`src/rtl/rectangle_round_ctrl.sv`:
```
// RECTANGLE-80 iterative encryption controller: one round per clock, final key
// whitening, and a valid/ack hold of the ciphertext. Includes the column S-box slice.

module rectangle_sbox_cols #(
  parameter int COLS = 16
) (
  input  logic [63:0] din,
  output logic [63:0] dout
);

  function automatic logic [3:0] sbox(input logic [3:0] x);
    logic [3:0] y;
    case (x)
      4'h0: y = 4'h6;  4'h1: y = 4'h5;  4'h2: y = 4'hC;  4'h3: y = 4'hA;
      4'h4: y = 4'h1;  4'h5: y = 4'hE;  4'h6: y = 4'h7;  4'h7: y = 4'h9;
      4'h8: y = 4'hB;  4'h9: y = 4'h0;  4'hA: y = 4'h3;  4'hB: y = 4'hD;
      4'hC: y = 4'h8;  4'hD: y = 4'hF;  4'hE: y = 4'h4;  default: y = 4'h2;
    endcase
    return y;
  endfunction

  // A column is one bit from each 16-bit row; row 0 supplies the nibble LSB.
  for (genvar j = 0; j < 16; j++) begin : g_col
    if (j < COLS) begin : g_sb
      logic [3:0] y;
      assign y          = sbox({din[48+j], din[32+j], din[16+j], din[j]});
      assign dout[j]    = y[0];
      assign dout[16+j] = y[1];
      assign dout[32+j] = y[2];
      assign dout[48+j] = y[3];
    end else begin : g_pass
      assign dout[j]    = din[j];
      assign dout[16+j] = din[16+j];
      assign dout[32+j] = din[32+j];
      assign dout[48+j] = din[48+j];
    end
  end

endmodule

module rectangle_round_ctrl #(
  parameter int NR = 25
) (
  input  logic        clk,
  input  logic        rst,
  input  logic        start_i,
  input  logic [63:0] pt_i,
  input  logic [79:0] key_i,
  output logic        ready_o,
  output logic        busy_o,
  output logic [4:0]  round_o,
  output logic [63:0] ct_o,
  output logic        ct_valid_o,
  input  logic        ct_ack_i
);

  typedef enum logic [1:0] {S_IDLE, S_RUN, S_FINAL, S_DONE} fsm_t;

  localparam logic [4:0] LAST_ROUND = 5'(NR - 1);

  fsm_t        fsm_q, fsm_d;
  logic [63:0] state_q, state_d;
  logic [79:0] key_q, key_d;
  logic [4:0]  rc_q, rc_d;
  logic [4:0]  round_q, round_d;
  logic [63:0] ct_q, ct_d;
  logic        ct_valid_q, ct_valid_d;

  logic [63:0] ark, sb_out, sr_out, ksb_out;
  logic [79:0] ks_out;
  logic [15:0] r1, r2, r3, k0s, k1s, k2s, k3s, k4;
  logic [4:0]  rc_next;

  // Round datapath: AddRoundKey -> S-box layer -> ShiftRow
  assign ark = state_q ^ key_q[63:0];

  rectangle_sbox_cols #(.COLS(16)) u_text_sbox (.din(ark),         .dout(sb_out));
  rectangle_sbox_cols #(.COLS(4))  u_key_sbox  (.din(key_q[63:0]), .dout(ksb_out));

  assign r1     = sb_out[31:16];
  assign r2     = sb_out[47:32];
  assign r3     = sb_out[63:48];
  assign sr_out = {{r3[2:0], r3[15:3]}, {r2[3:0], r2[15:4]}, {r1[14:0], r1[15]}, sb_out[15:0]};

  // Key schedule: substituted rows feed a generalised Feistel shuffle plus round constant
  assign k0s     = ksb_out[15:0];
  assign k1s     = ksb_out[31:16];
  assign k2s     = ksb_out[47:32];
  assign k3s     = ksb_out[63:48];
  assign k4      = key_q[79:64];
  assign ks_out  = {k0s,
                    {k3s[3:0], k3s[15:4]} ^ k4,
                    k3s,
                    k2s,
                    {k0s[7:0], k0s[15:8]} ^ k1s ^ {11'd0, rc_q}};
  assign rc_next = {rc_q[3:0], rc_q[4] ^ rc_q[2]};

  always_comb begin
    fsm_d      = fsm_q;
    state_d    = state_q;
    key_d      = key_q;
    rc_d       = rc_q;
    round_d    = round_q;
    ct_d       = ct_q;
    ct_valid_d = ct_valid_q;
    case (fsm_q)
      S_IDLE: begin
        if (start_i) begin
          state_d = pt_i;
          key_d   = key_i;
          rc_d    = 5'h01;
          round_d = 5'd0;
          fsm_d   = S_RUN;
        end
      end
      S_RUN: begin
        state_d = sr_out;
        key_d   = ks_out;
        rc_d    = rc_next;
        round_d = round_q + 5'd1;
        if (round_q == LAST_ROUND) fsm_d = S_FINAL;
      end
      S_FINAL: begin
        ct_d       = ark;
        ct_valid_d = 1'b1;
        fsm_d      = S_DONE;
      end
      S_DONE: begin
        if (ct_ack_i) begin
          ct_valid_d = 1'b0;
          fsm_d      = S_IDLE;
        end
      end
      default: fsm_d = S_IDLE;
    endcase
  end

  always_ff @(posedge clk or posedge rst) begin
    if (rst) begin
      fsm_q      <= S_IDLE;
      state_q    <= '0;
      key_q      <= '0;
      rc_q       <= 5'h01;
      round_q    <= '0;
      ct_q       <= '0;
      ct_valid_q <= 1'b0;
    end else begin
      fsm_q      <= fsm_d;
      state_q    <= state_d;
      key_q      <= key_d;
      rc_q       <= rc_d;
      round_q    <= round_d;
      ct_q       <= ct_d;
      ct_valid_q <= ct_valid_d;
    end
  end

  assign ready_o    = (fsm_q == S_IDLE);
  assign busy_o     = (fsm_q == S_RUN) || (fsm_q == S_FINAL);
  assign round_o    = round_q;
  assign ct_o       = ct_q;
  assign ct_valid_o = ct_valid_q;

endmodule

```
`config.mk`:
```
export PLATFORM = sky130hd
export DESIGN_NAME = rectangle_round_ctrl
export DESIGN_NICKNAME = d
export VERILOG_FILES = /design/src/rtl/rectangle_round_ctrl.sv
export SDC_FILE = /design/constraint.sdc
export NUM_CORES = 1
export LEC_CHECK = 0
export ABC_AREA = 1
export ABC_CLOCK_PERIOD_IN_PS = 14330
export CORE_MARGIN = 2
export CORE_UTILIZATION = 61
export CTS_BUF_LIST = sky130_fd_sc_hd__clkbuf_8
export DETAILED_ROUTE_END_ITERATION = 12
export PLACE_DENSITY = 0.88
export SLEW_MARGIN = 30
export SYNTH_ARGS = -nofsm -noshare
export SYNTH_HDL_FRONTEND = slang
export SYNTH_HIERARCHICAL = 1
export SYNTH_SLANG_ARGS = --single-unit
```
`constraint.sdc`:
```
create_clock -name clk -period 14.33 [get_ports clk]
set_clock_uncertainty 0.05 [all_clocks]
set_input_delay 1.433 -clock clk [delete_from_list [all_inputs] [get_ports clk]]
set_output_delay 1.433 -clock clk [all_outputs]
set_load 0.1 [all_outputs]
```
==> results of run 1 <==
==> worst max-delay path: stages, from the launching register on <==
cell,delay [ns]
sky130_fd_sc_hd__dfrtp_1,0.41
sky130_fd_sc_hd__inv_1,0.12
sky130_fd_sc_hd__ha_4,0.46
sky130_fd_sc_hd__inv_4,0.38
sky130_fd_sc_hd__o21ai_4,0.76
sky130_fd_sc_hd__buf_4,0.83
sky130_fd_sc_hd__buf_6,0.72
sky130_fd_sc_hd__nor2_1,0.14
sky130_fd_sc_hd__a31oi_1,0.19
==> registers in the layout, summed over array words and instances, names as in the netlist <==
name and flops:
fsm_q 2, state_q 64, ct_o 64, rc_q 5, ct_valid_o 1, key_q 80, round_o 5
==> final timing paths <==
kind	depth (start not counted)	slack, ns	to	start
worst max-delay path	8	10.03	key_q[66]	fsm_q[1]
worst min-delay path	2	0.43	ct_o[24]	ct_o[24]
worst max register to register	8	10.03	key_q[66]	fsm_q[1]
worst min register to register	2	0.43	ct_o[24]	ct_o[24]
max in group asynchronous	3	11.54	key_q[14]	rst
min in group asynchronous	2	1.42	ct_o[4]	rst
==> synthesized netlist by cell type <==
cell type / n / share of area (%)
sky130_fd_sc_hd__nand2_1: 850 / 22
sky130_fd_sc_hd__nor2_1: 224 / 5.7
sky130_fd_sc_hd__dfrtp_1: 220 / 37
sky130_fd_sc_hd__ha_1: 116 / 9.9
sky130_fd_sc_hd__inv_1: 110 / 2.8
sky130_fd_sc_hd__a31oi_1: 107 / 4.6
sky130_fd_sc_hd__o21ai_0: 99 / 3.4
sky130_fd_sc_hd__a21oi_1: 82 / 2.8
sky130_fd_sc_hd__xor2_1: 65 / 3.9
sky130_fd_sc_hd__buf_4: 60 / 3.1
sky130_fd_sc_hd__buf_2: 33 / 1.1
sky130_fd_sc_hd__clkbuf_1: 30 / 0.77
sky130_fd_sc_hd__o21ai_1: 28 / 0.95
sky130_fd_sc_hd__inv_2: 21 / 0.54
sky130_fd_sc_hd__nand3_1: 20 / 0.68
sky130_fd_sc_hd__buf_1: 5 / 0.13
sky130_fd_sc_hd__nand4_1: 4 / 0.17
sky130_fd_sc_hd__o22ai_1: 4 / 0.17
sky130_fd_sc_hd__and2_1: 1 / 0.043
sky130_fd_sc_hd__dfstp_2: 1 / 0.18
sky130_fd_sc_hd__o211ai_1: 1 / 0.051
sky130_fd_sc_hd__o2bb2ai_1: 1 / 0.060
==> routing by layer <==
metal	track usage [%]	routed length, µm
met2	50.5	19000
met4	14.8	1830
met3	7.63	5230
met5	0	0
met1	45.6	17300
==> per-stage QoR <==
stage	cell area, µm²	worst slack (ns)	std cells	util [%]
6_report	17500	10.03	2569	74.4
5_1_grt	17500	9.68	2569	74.4
4_1_cts	17500	10.07	2568	74.3
3_5_place_dp	16700	9.94	2499	70.7
3_3_place_gp	16600	9.80	2499	70.7
2_1_floorplan	14700	6.80	2082	-
==> final cells by class <==
class | count | area share [%]
Tap cell | 319 | 2.28
Clock buffer | 53 | 4.16
Multi-Input combinational cell | 1602 | 45.5
Inverter | 131 | 2.91
Clock inverter | 16 | 0.564
Sequential cell | 221 | 31.6
Timing Repair Buffer | 227 | 13.0
==> logic make-up after synthesis <==
logic type	after synthesis	synth area share [%]
AOI/OAI and AO/OA	322	11.9
xor gates and xnor gates	65	3.87
adders and majority gates	116	9.87
buffers and inverters	259	8.42
DFF	221	37.6
and+or+nand+nor	1099	28.3
==> impl_metrics.toml, run 1 <==
[clock_network]
cts_tree = "built"
cts-root-buf = "sky130_fd_sc_hd__clkbuf_8"
cts_num_sinks = 221
post_cts.repair.setup_buffers = 0
cts_repair_resized_insts = 0
cts_max_level = 2
clock_path_buffers = 3
cts_hold_repair.buffers = 0
cts_made_buffers = 39
path_clk_slew_ns = 0.06
clock_latency_ns = 0.55

[timing]
slew_violations = 0
fin_worst_hold_slack_ns = 0.428
grt_setup_unrepaired = "false"
timing.fmax_mhz = 233
timing.slew.headroom_pct = 32.6
period_share_pct = 30.0
timing.final.crit_period_ns = 4.30
timing_worst_slew_pin_value_ns = 1.01
tns_ns = 0
setup_viol = 0
finalHoldViolations = 0

[floorplan]
core.rowCount = 56
floorplan.initialDensity_pct = 62.5
die_height_um = 159
placeableCoreArea_mm2 = 0.0235
io_pins = 220
die_width_um = 159
dieArea_mm2 = 0.0254

[detailed_routing]
first_pass_iters = 8
detail_route.drc_violations = 0
antenna_left = 0
drt-vias-per-instance = 5.71
initialDrtViolationCount = 2094
vias = 14700
drt-total-wl_um = 43300
wire_per_inst_um = 16.9

[final_layout]
final-seq-area_mm2 = 0.00553
layout.cells.most_common = "sky130_fd_sc_hd__nand2_1"
drive_above_1_share_pct = 4.31
fillerInstances = 1790
antenna-diode-count = 0
area_growth_pct = 19.1
multiInputGateArea_mm2 = 0.00797
leading_cell_types_in_the_layout_fill_and_taps_excluded = "850 x sky130_fd_sc_hd__nand2_1, 224 x sky130_fd_sc_hd__nor2_1, 220 x sky130_fd_sc_hd__dfrtp_1"
design.final.nets = 2486

[grt]
antenna_violations_before_repair = 0
global_route.usage.total_pct = 33.2
grt_pass1_wl_um = 67900
first_global_vias = 13400
grt_max_degree = 146
grt.overflow.total = 0

[synth]
post_synthesis_area_per_instance_um2 = 7.07
synth.yosys.seq_area_share_pct = 37.6
post_synthesis_cells = 2082
distinct_cell_type_count_of_the_synthesized_netlist = 22
ff_latch_count_synth = 221
syn_nets = 2346
ys.warnings.count = 6
synthesis.area_mm2 = 0.0147

[placement]
io_buffer_count = 219
globalplace.congestion = 0.922
place_hpwl_um = 30400

[setup_path]
setup.worst_path.end_class = "flop"
worst-endpoint-arrival_ns = 4.70
setup.worst_path.class = "flop to flop"
path_max_fanout = 126
critical_path.startpoint_type = "flop"
cp_data_required_time_ns = 14.73

[run_status]
outcome = "finished clean"

[min_path]
hold_class = "flop to flop"

[run]
max-cap-violations = 0
Power of run 1 is left out: the tool's default activity adds up to more than one toggle a clock period on the data nets, which glitch-free logic cannot reach.
==> run 2: changes to the inputs <==
- ABC_CLOCK_PERIOD_IN_PS: 14330 -> 3450
- CORE_UTILIZATION: 61 -> 51
- PLACE_DENSITY: 0.88 -> 0.79
- clock period: 14.33 -> 3.45 ns (I/O delays scaled with it)
==> run 2 against run 1 <==
Global-route usage decreased by 4.0 points. Non-clock buffer count increased by 5. Sequential share of layout area decreased by 0.28 points. Worst hold slack got worse by 0.17 ns. Utilization decreased by 12 points. Worst setup slack got worse by 9.2 ns. Design area increased by 0.90%. Flip-flop and latch count unchanged. Critical endpoint is now round_o[2].
==> impl_metrics.toml, run 2 (synthesis gave the netlist of run 1 again) <==
[setup_path]
crit_buf_inv = 1
setup.worst_path.class = "flop to output pin"
worstRegToRegCells = 10
cp_data_required_time_ns = 3.05
critical_path_cell_count = 1
cpPeakStageDelay_ns = 1.19
worst-endpoint-arrival_ns = 2.23
crit_path_cell_trace = "clkdlybuf4s50_1"
critical_path.startpoint_type = "flop"
slowest_stage_cell_on_the_critical_path = "sky130_fd_sc_hd__clkdlybuf4s50_1"
path_max_fanout = 7
setup.worst_path.end_class = "output pin"
critical_path.top_delay_family = "buffers and inverters"

[clock_network]
cts_num_sinks = 221
cts_repair_resized_insts = 0
cts_max_level = 2
cts_hold_repair.buffers = 0
path_clk_slew_ns = 0.06
cts_tree = "built"
post_cts.repair.setup_buffers = 0
clock_path_buffers = 3
clock_latency_ns = 0.55
cts-root-buf = "sky130_fd_sc_hd__clkbuf_8"
cts_made_buffers = 39

[detailed_routing]
wire_per_inst_um = 17.1
detail_route.drc_violations = 0
drt-vias-per-instance = 5.50
first_pass_iters = 8
vias = 14500
antenna_left = 0
initialDrtViolationCount = 1720
drt-total-wl_um = 45100

[timing]
slew_violations = 0
worst_slack_ns = 0.822
timing.final.crit_period_ns = 2.63
grt_setup_unrepaired = "false"
period_share_pct = 76.2
tns_ns = 0
setup_viol = 0
timing_worst_slew_pin_value_ns = 0.991
timing.slew.headroom_pct = 33.7
timing.fmax_mhz = 380
finalHoldViolations = 0

[grt]
grt.overflow.total = 0
antenna_violations_before_repair = 0
global_route.usage.total_pct = 29.2
first_global_vias = 13200
grt_max_degree = 133
grt_pass1_wl_um = 70500

[final_layout]
final-seq-area_mm2 = 0.00553
final_cells = 2641
layout.cells.most_common = "sky130_fd_sc_hd__nand2_1"
multiInputGateArea_mm2 = 0.00797
drive_above_1_share_pct = 4.43
design.final.nets = 2491
antenna-diode-count = 0
leading_cell_types_in_the_layout_fill_and_taps_excluded = "850 x sky130_fd_sc_hd__nand2_1, 224 x sky130_fd_sc_hd__nor2_1, 220 x sky130_fd_sc_hd__dfrtp_1"
stdcell_area_mm2 = 0.0177
area_growth_pct = 20.1
largest_register_ffs = 80
fillerInstances = 2557
regMostFlops = "key_q"

[floorplan]
floorplan.initialDensity_pct = 51.5
io_pins = 220
placeableCoreArea_mm2 = 0.0285
die_width_um = 174
core.rowCount = 62
dieArea_mm2 = 0.0302
die_height_um = 174

[placement]
dpl_cell_area_mm2 = 0.0168
globalplace.congestion = 0.933
placement.setup.worst_slack_ns = 1.19
post-place-cells = 2570
place_hpwl_um = 32600
io_buffer_count = 219

[run_status]
outcome = "finished clean"

[run]
max-cap-violations = 0

[min_path]
hold_class = "input port to async pin"
run 2: changes by cell type in the layout (fill, tap and decap cells not counted), sizes merged:
cell           before  now
inv               138  144
clkinvlp            1    2
clkinv              7    3
bufinv              1    2
clkdlybuf4s50     219  217
clkbuf             53   51
buf                 8   15
run 2: routing by layer:
metal	wire (µm)	GRT usage, %
met5	0	0
met4	1410	9.70
met3	4660	5.13
met2	19600	43.8
met1	19400	42.8
run 2: final cells by class:
type	count	area share [%]
inverters	131	2.83
multi-input cells	1602	45.1
flip-flops and latches	221	31.3
clock inverters	20	0.793
repair buffers	232	13.3
clock buffers	51	3.97
well taps	384	2.72
run 2: final timing paths:
check / start / end / slack (ns)
max in group asynchronous: rst / ct_o[27] / 2.44
hold / removal: rst / state_q[49] / 0.26
min in group clk: key_i[17] / key_q[17] / 0.32
setup reg to reg: key_q[12] / state_q[29] / 1.13
setup / recovery: round_o[2] / round_o[2] / 0.82
hold reg to reg: ct_o[56] / ct_o[56] / 0.43
run 2: metrics by stage:
step,hold WS (ns),utilization [%]
2_1_floorplan,0.420,-
3_3_place_gp,0.414,58.9
3_5_place_dp,0.416,58.9
4_1_cts,0.296,61.9
5_1_grt,0.314,61.9
6_report,0.262,61.9
Power of run 2 is left out for the same reason.
